$ cat src/rtl/fetch_pkg.sv
// fetch_pkg: shared widths and block-entry type for the fetch buffer
package fetch_pkg;
  localparam int BLOCK_WIDTH = 256;
  localparam int INSTR_WIDTH = 32;
  localparam int PC_WIDTH = 16;
  localparam int SLOTS = BLOCK_WIDTH / INSTR_WIDTH;
  localparam int SLOT_W = $clog2(SLOTS);
  typedef struct packed {
    logic [PC_WIDTH-1:0] pc;
    logic [BLOCK_WIDTH-1:0] data;
    logic [SLOT_W-1:0] start_slot;
  } entry_t;
endpackage

$ cat src/rtl/fetch_block_fifo.sv
// fetch_block_fifo: DEPTH-entry block store with pointers, occupancy and flush
module fetch_block_fifo import fetch_pkg::*; #(
  parameter int DEPTH = 2,
  localparam int AW = $clog2(DEPTH)
) (
  input  logic            clk,
  input  logic            rst_n,
  input  logic            push,
  input  logic            pop,
  input  logic            flush,
  input  entry_t          wr_entry,
  output entry_t          head,
  output logic [SLOT_W-1:0] next_slot,
  output logic            full,
  output logic            empty,
  output logic [AW:0]     count
);
  entry_t mem [DEPTH];
  logic [AW-1:0] wr_ptr, rd_ptr;
  assign head = mem[rd_ptr];
  assign next_slot = mem[rd_ptr + 1'b1].start_slot;
  assign full = count == (AW+1)'(DEPTH);
  assign empty = count == '0;
  always_ff @(posedge clk or negedge rst_n)
    if (!rst_n) begin
      wr_ptr <= '0;
      rd_ptr <= '0;
      count <= '0;
      for (int i = 0; i < DEPTH; i++) mem[i] <= '0;
    end else if (flush) begin
      wr_ptr <= '0;
      rd_ptr <= '0;
      count <= '0;
    end else begin
      if (push) begin
        mem[wr_ptr] <= wr_entry;
        wr_ptr <= wr_ptr + 1'b1;
      end
      if (pop) rd_ptr <= rd_ptr + 1'b1;
      count <= count + (AW+1)'(push) - (AW+1)'(pop);
    end
endmodule

$ cat src/rtl/fetch_buffer.sv
// fetch_buffer: buffers cache blocks and issues one 32-bit instruction per cycle to decode
module fetch_buffer import fetch_pkg::*; #(
  parameter int DEPTH = 2
) (
  input  logic                     clock_i,
  input  logic                     reset_i,
  input  logic                     enable_i,
  input  logic [PC_WIDTH-1:0]      blockPC_i,
  input  logic [BLOCK_WIDTH-1:0]   block_i,
  input  logic                     flush_i,
  input  logic                     decodeReady_i,
  output logic [INSTR_WIDTH-1:0]   instr_o,
  output logic [PC_WIDTH-1:0]      instrPC_o,
  output logic                     instrValid_o,
  output logic                     full_o,
  output logic                     empty_o,
  output logic                     overflow_o,
  output logic [$clog2(DEPTH):0]   count_o
);
  logic [SLOT_W-1:0] s, in_slot, next_slot;
  logic pop, pop_final, push, drop, unused;
  entry_t head, wr_entry;
  assign in_slot = blockPC_i[SLOT_W+1:2];
  assign wr_entry = '{pc: blockPC_i, data: block_i, start_slot: in_slot};
  assign instrValid_o = !empty_o;
  assign pop = instrValid_o && decodeReady_i;
  assign pop_final = pop && s == SLOT_W'(SLOTS-1);
  // a full buffer still accepts when its head block retires on the same edge
  assign push = enable_i && !flush_i && (!full_o || pop_final);
  assign drop = enable_i && !flush_i && full_o && !pop_final;
  assign instr_o = head.data[s*INSTR_WIDTH +: INSTR_WIDTH];
  assign instrPC_o = {head.pc[PC_WIDTH-1:SLOT_W+2], s, 2'b00};
  assign unused = &{1'b0, head.pc[SLOT_W+1:0], head.start_slot, blockPC_i[1:0]};
  fetch_block_fifo #(.DEPTH(DEPTH)) u_fifo (
    .clk(clock_i),
    .rst_n(reset_i),
    .push(push),
    .pop(pop_final),
    .flush(flush_i),
    .wr_entry(wr_entry),
    .head(head),
    .next_slot(next_slot),
    .full(full_o),
    .empty(empty_o),
    .count(count_o)
  );
  // after the head retires, the next head is the older buffered block, else the one arriving now
  always_ff @(posedge clock_i or negedge reset_i)
    if (!reset_i) begin
      s <= '0;
      overflow_o <= 1'b0;
    end else begin
      overflow_o <= drop;
      s <= flush_i ? '0 :
           (empty_o && push) ? in_slot :
           !pop ? s :
           !pop_final ? s + 1'b1 :
           (count_o > 1) ? next_slot :
           push ? in_slot : '0;
    end
endmodule
$ cat config.mk
export PLATFORM = sky130hd
export DESIGN_NAME = fetch_buffer
export DESIGN_NICKNAME = d
export VERILOG_FILES = /design/src/rtl/fetch_pkg.sv /design/src/rtl/fetch_block_fifo.sv /design/src/rtl/fetch_buffer.sv
export SDC_FILE = /design/constraint.sdc
export NUM_CORES = 1
export LEC_CHECK = 0
export BUFFER_PORTS_ARGS = -buffer_cell sky130_fd_sc_hd__buf_2
export CAP_MARGIN = 20
export CORE_UTILIZATION = 50
export DETAILED_ROUTE_END_ITERATION = 6
export GPL_TIMING_DRIVEN = 0
export PLACE_DENSITY = 0.71
export SLEW_MARGIN = 40
export SYNTH_ARGS = -nofsm -noshare
export SYNTH_HDL_FRONTEND = slang
export SYNTH_SLANG_ARGS = --single-unit
$ cat constraint.sdc
create_clock -name clock_i -period 4.9 [get_ports clock_i]
set_input_delay 0.245 -clock clock_i [delete_from_list [all_inputs] [get_ports clock_i]]
set_output_delay 0.245 -clock clock_i [all_outputs]
set_load 0.01 [all_outputs]
### Word-level counts from Yosys, hierarchy flattened

Cells that the tools add are included.

| word-level totals | value |
|---|---|
| input bits | 277 |
| word-level logic and storage cells | 66 |
| output and inout bits | 54 |
| register bits | 558 |

| operators by class | value |
|---|---|
| mux-type cells | 20 |
| shift-type cells | 1 |
| reduce and logical (&&, ||, !) cells | 18 |
| equal/unequal tests | 2 |
| $lt $le $gt $ge | 5 |
| add/subtract/negate cells | 5 |
| bitwise operators | 4 |

Operators with widths:

| cell | count |
|---|---|
| 275-bit two-way mux | 4 |
| 550-bit bitwise mux | 1 |
| 275-bit demux with 1-bit select | 1 |
| 256-bit by 9-bit variable part select with 32-bit output | 1 |
| 3-bit two-way mux | 9 |
| 1-bit logical AND | 8 |
| 2-bit >= comparator, second input constant | 3 |
| 1-bit inverter with 2-bit output | 3 |
| 1-bit zero test | 4 |
| 1-bit two-way mux | 4 |
| 2-bit nonzero test | 2 |
| 3-bit by 1-bit adder with 3-bit output, second input constant | 1 |
| 3-bit equality test, second input constant | 1 |
| 3-bit nonzero test | 1 |
| 1-bit adder, second input constant | 2 |
| 2-bit by 1-bit adder with 2-bit output | 1 |
| 2-bit equality test, second input constant | 1 |
| 2-bit by 1-bit greater-than comparator with 1-bit output, second input constant | 1 |
| 2-bit zero test | 1 |
| 2-bit by 1-bit less-than comparator with 1-bit output, second input constant | 1 |
| 2-bit two-way mux | 1 |
| 2-bit AND reduction | 1 |
| 2-bit by 1-bit subtractor with 2-bit output | 1 |
| 1-bit logical OR | 1 |
| 1-bit inverter | 1 |

### Longest topological paths before layout

| logic depth | value |
|---|---|
| word-level depth | 12 |
| depth in mapped cells | 11 |
| gate-level depth less buffers | 11 |

### Hierarchy

A second synthesis with hierarchy kept.

| unflattened totals | value |
|---|---|
| cell total of the unflattened synthesis | 1,636 |
| area, all modules | 26,206.4 sq um |

By module, submodules not included:

| module | seq. area each (sq um) | area an instance (sq um) | instances | cells each |
|---|---|---|---|---|
| fetch_block_fifo | 13,863.3 | 23,980.5 | 1 | 1,488 |
| fetch_buffer | 100.1 | 2,225.9 | 1 | 148 |

### Worst setup path before layout

No wires, ideal clock.

| timing | value |
|---|---|
| kind | register -> register |
| start point | register s[0] |
| end point | register u_fifo.count[1] |
| setup time | 121 ps |
| data required time | 4,779 ps |
| buffers on the path | 0 |
| slack | 2,661 ps |
| arrival | 2,118 ps |
| period minus slack after synthesis | 2,239 ps |
| cell stages (with the launch flop) | 12 |
| path through | dfrtp_1 -> ha_1 -> ha_1 -> nand2_1 -> or2_2 -> inv_1 -> ha_1 -> inv_1 -> ha_1 -> xor2_1 -> xnor2_1 -> nor2_1 |

| on the way | value |
|---|---|
| word-level cells in the longest chain between the ends | 7 |

Ends and longest elaborated chain:

| item | line | RTL |
|---|---|---|
| start, declared | fetch_buffer.sv:20 | `logic [SLOT_W-1:0] s, in_slot, next_slot;` |
| start signal, assigned | fetch_buffer.sv:54 | `s <= flush_i ? '0 :` |
| 3-bit equality test * | fetch_buffer.sv:27 | `assign pop_final = pop && s == SLOT_W'(SLOTS-1);` |
| 1-bit logical AND * | fetch_buffer.sv:27 |  |
| 1-bit logical OR | fetch_buffer.sv:29 | `assign push = enable_i && !flush_i && (!full_o \|\| pop_final);` |
| 1-bit logical AND | fetch_buffer.sv:29 |  |
| 2-bit by 1-bit adder with 2-bit output | fetch_block_fifo.sv:40 | `count <= count + (AW+1)'(push) - (AW+1)'(pop);` |
| 2-bit by 1-bit subtractor with 2-bit output * | fetch_block_fifo.sv:40 |  |
| 2-bit two-way mux * | fetch_block_fifo.sv:30 | `end else if (flush) begin` |
| end signal, assigned | fetch_block_fifo.sv:40 |  |
| end, declared | fetch_block_fifo.sv:16 | `output logic [AW:0] count` |

Mark *: on every way between the ends. The rest lies on a longest branch, timed or not.
A chain may end at the register's enable or synchronous reset.

### Worst setup path in the final report

| timing | value |
|---|---|
| start point | register s[0] |
| end point | output port instr_o[22] |

| on the way | value |
|---|---|
| word-level cells in the longest chain between the ends | 1 |

Ends and longest elaborated chain:

| item | line | RTL |
|---|---|---|
| 256-bit by 9-bit variable part select with 32-bit output | fetch_buffer.sv:31 | `assign instr_o = head.data[s*INSTR_WIDTH +: INSTR_WIDTH];` |
| end, declared | fetch_buffer.sv:12 | `output logic [INSTR_WIDTH-1:0] instr_o,` |

Every way passes these cells.

==> metrics.md <==
| Metric | Value |
|---|---|
| Status | `finished, final reports clean` |
| R2R cell count | `8` |
| Yosys reg bits | `about 550` |
| Power Density | `about 440 nW/um2` |
| Drt pass-1 iters | `5` |
| Seq/Total Area, Yosys | `0.5432` |
| Clk slew on worst S/H paths | `roughly 0.060 ns` |
| Layout cell share with drive strength beyond 1 | `0.4982` |
| Reg2reg end | `u_fifo.mem[125]` |
| Pleak | `between 10 and 15 nW` |
| Clock root buffer master | `clkbuf_16` |
| Initial DRC count | `1087` |
| Die height | `226.7 um` |
| Final Setup Violations | `0` |
| Vias in the first global route | `17740` |
| DR WL/cell | `24.33 um` |
| Final Hold Viols | `0` |
| Total wire length | `69920 um` |
| Initial Util | `0.5114` |
| Global placement routability congestion | `between 0.8 and 0.9` |
| Max cap viols | `0` |
| Worst-Skew Late Latency | `0.61 ns` |
| Largest area contributor in the netlist | `dfrtp_1` |
| Port buffer count | `325` |
| VDD IR-drop max | `400.7 uV` |
| Largest net degree at the start of global routing | `76` |
| Max incr delay on CP | `0.59 ns` |
| Main synth FF type | `dfrtp_1` |
| DR vias | `16090` |
| Synth area leaders | `dfrtp_1 (54%), mux2_4 (12%), mux4_2 (11%), mux2_2 (11%), mux2_1 (4.5%)` |
| Final Power | `14.51 mW` |
| Async set-or-reset flop fraction in the synthesized netlist | `1.000` |
| H-tree levels | `2` |
| Post-synth cell types | `35` |
| Final HPWL DP | `48900 um` |
| Critical path class | `reg -> out` |
| Via density | `approximately 5.6` |
| Synthesized instance count | `1487` |
| Delay-heaviest family, CP | `buffers and inverters` |
| Arrival time at the worst endpoint | `3.51 ns` |
| Critical path endpoint category | `output port` |
| Period utilisation layout | `0.7668` |
| CTS tree | `yes` |
| Fin crit period | `3.757 ns` |
| Setup WS pre-CTS | `1.796 ns` |
| R2r startpoint | `s[0]` |
| Slowest-stage cell, CP | `clkbuf_1` |
| CTS buffer count | `58` |
| Die footprint | `51390 um2` |
| Post-route ant nets | `0` |
| First-pass GRT wire length | `106600 um` |
| Post-CTS sizing | `0` |
| All-Layer GR Usage | `0.2783` |
| Slew headroom | `0.4372` |
| Die X-Extent | `between 200 and 250 um` |
| Core area | `between 40000 and 50000 um2` |
| Drc violations | `0` |
| Total clock sinks | `548` |
| YS warnings | `0` |
| Final core occ | `0.6627` |
| Final #Nets | `between 2000 and 2500` |
| Reg-to-reg setup timing slack | `2.08 ns` |
| Critical path launch point type | `flip-flop` |
| Post-synth EDFFs | `0` |
| Slew Limit Fails | `0` |
| Longest Clk Path Bufs | `3` |
| Unrepaired setup endpoints after global routing | `false` |
| CP max FO | `10` |
| Critical Path RT | `4.66 ns` |
| Initial antenna violation count | `14` |
| Post-CTS Setup Inserts | `0` |
| Top achievable clock speed | `about 270 MHz` |
| Final std cells w/o fill | `~2900` |
| Area Overhead vs Synth | `29.58%` |
| Worst Path Buf+Inv | `3` |
| Synth top area share | `0.5432` |
| Crit-path cells | `clkbuf_2, clkbuf_1, mux4_2, a22oi_1, nand2_1, buf_2` |
| Clock Skew | `0.01455 ns` |
| Placed Cells | `2485` |
| Final worst setup slack | `approximately 1.1 ns` |
| Min-Delay Path Class | `in -> async` |
| Io pins | `331` |
| Hold-fix buffers, CTS | `273` |
| Least-Margin Pin Slew | `0.8442 ns` |
| Total grt overflow | `0` |
| Syn avg cell area | `16.98 um2` |
| Synth Cell Area | `25240 um2` |
| Cell Rows | `between 80 and 90` |
Yosys cell counts, types with 2 or more instances:
| cell | number |
|---|---|
| nor2b_1 | 2 |
| nor2_1 | 12 |
| dfrtp_1 | 548 |
| nand2_1 | 34 |
| a21oi_1 | 3 |
| clkbuf_1 | 23 |
| o32ai_1 | 3 |
| nand3_1 | 4 |
| mux4_2 | 128 |
| mux2i_1 | 3 |
| buf_2 | 52 |
| nor2b_4 | 2 |
| mux2_1 | 100 |
| xnor2_1 | 3 |
| a22oi_1 | 64 |
| a31oi_1 | 3 |
| inv_1 | 7 |
| buf_8 | 12 |
| mux2_2 | 251 |
| buf_6 | 11 |
| buf_1 | 3 |
| ha_1 | 4 |
| buf_4 | 3 |
| a211oi_1 | 2 |
| mux2_4 | 200 |
per-stage QoR:
stage,instance area (um2),setup TNS [ns],hold slack (ns)
after floorplan,25250,0,-0.05059
final,32710,0,0.06178
after CTS,32680,0,0.03359
after global routing,32700,0,0.06943
after detailed placement,27940,0,0.08237
after global placement,27700,-3946.81,0.4678
worst max-delay path by stage:
stage,from,endpoint,cells after the start
floorplan,s[0],u_fifo.count[1],11
global placement,reset_i,u_fifo.mem[107],1
CTS,s[0],instr_o[22],6
global route,u_fifo.rd_ptr,instr_o[17],7
finish,s[0],instr_o[22],6
detailed placement,s[0],instr_o[22],6
flip-flops by register name (all words and copies together), names as in the netlist:
signal         flops
u_fifo.wr_ptr      1
u_fifo.count       2
overflow_o         1
u_fifo.mem       540
u_fifo.rd_ptr      1
s                  3
placed cells by master (no fill, tap or decap), drive strengths merged, types with 10 or more instances in the layout:
| master | n |
|---|---|
| a22oi | 64 |
| mux2 | 551 |
| buf | 414 |
| clkbuf | 116 |
| dlygate4sd3 | 273 |
| mux4 | 128 |
| diode | 10 |
| dfrtp | 548 |
| nand2 | 35 |
| nor2 | 12 |
cell families (layout without fill, tap and decap cells):
family,Yosys count,after routing,share of synthesized area
adder cells (fa/ha/maj),4,4,0.001983
AO/OA/AOI/OAI,79,79,0.02354
buffers and inverters,111,823,0.02815
XOR/XNOR,4,4,0.001388
multiplexers,682,682,0.3909
other,1,12,0.0001486
flip-flops,548,548,0.5432
AND/OR/NAND/NOR,58,58,0.01061
power by group:
group	switching [mW]	internal, mW
registers	0.711	5.86
logic	1.29	2.06
clock network	1.84	2.75
routing by layer:
metal | global-route usage | vias up | wire length, um
li1 | - | 6924 | -
met1 | 0.3880 | 8630 | 30940
met2 | 0.4537 | 416 | 34250
met3 | 0.04056 | 115 | 3023
met4 | 0.08195 | 6 | 1665
met5 | 0 | - | 34
cell type report:
cell class                      count  area (um2)
Clock buffer                       93        1867
Tap cell                          664       830.8
Inverter                            7       26.28
Buffer                            104       688.2
Timing Repair Buffer              606        4589
Fill cell                        3403       16650
Multi-Input combinational cell    829       10820
Sequential cell                   548       13710
Clock inverter                     13       146.4
Antenna cell                       10       25.02
No activity file was read; power rests on OpenSTA's default activity.
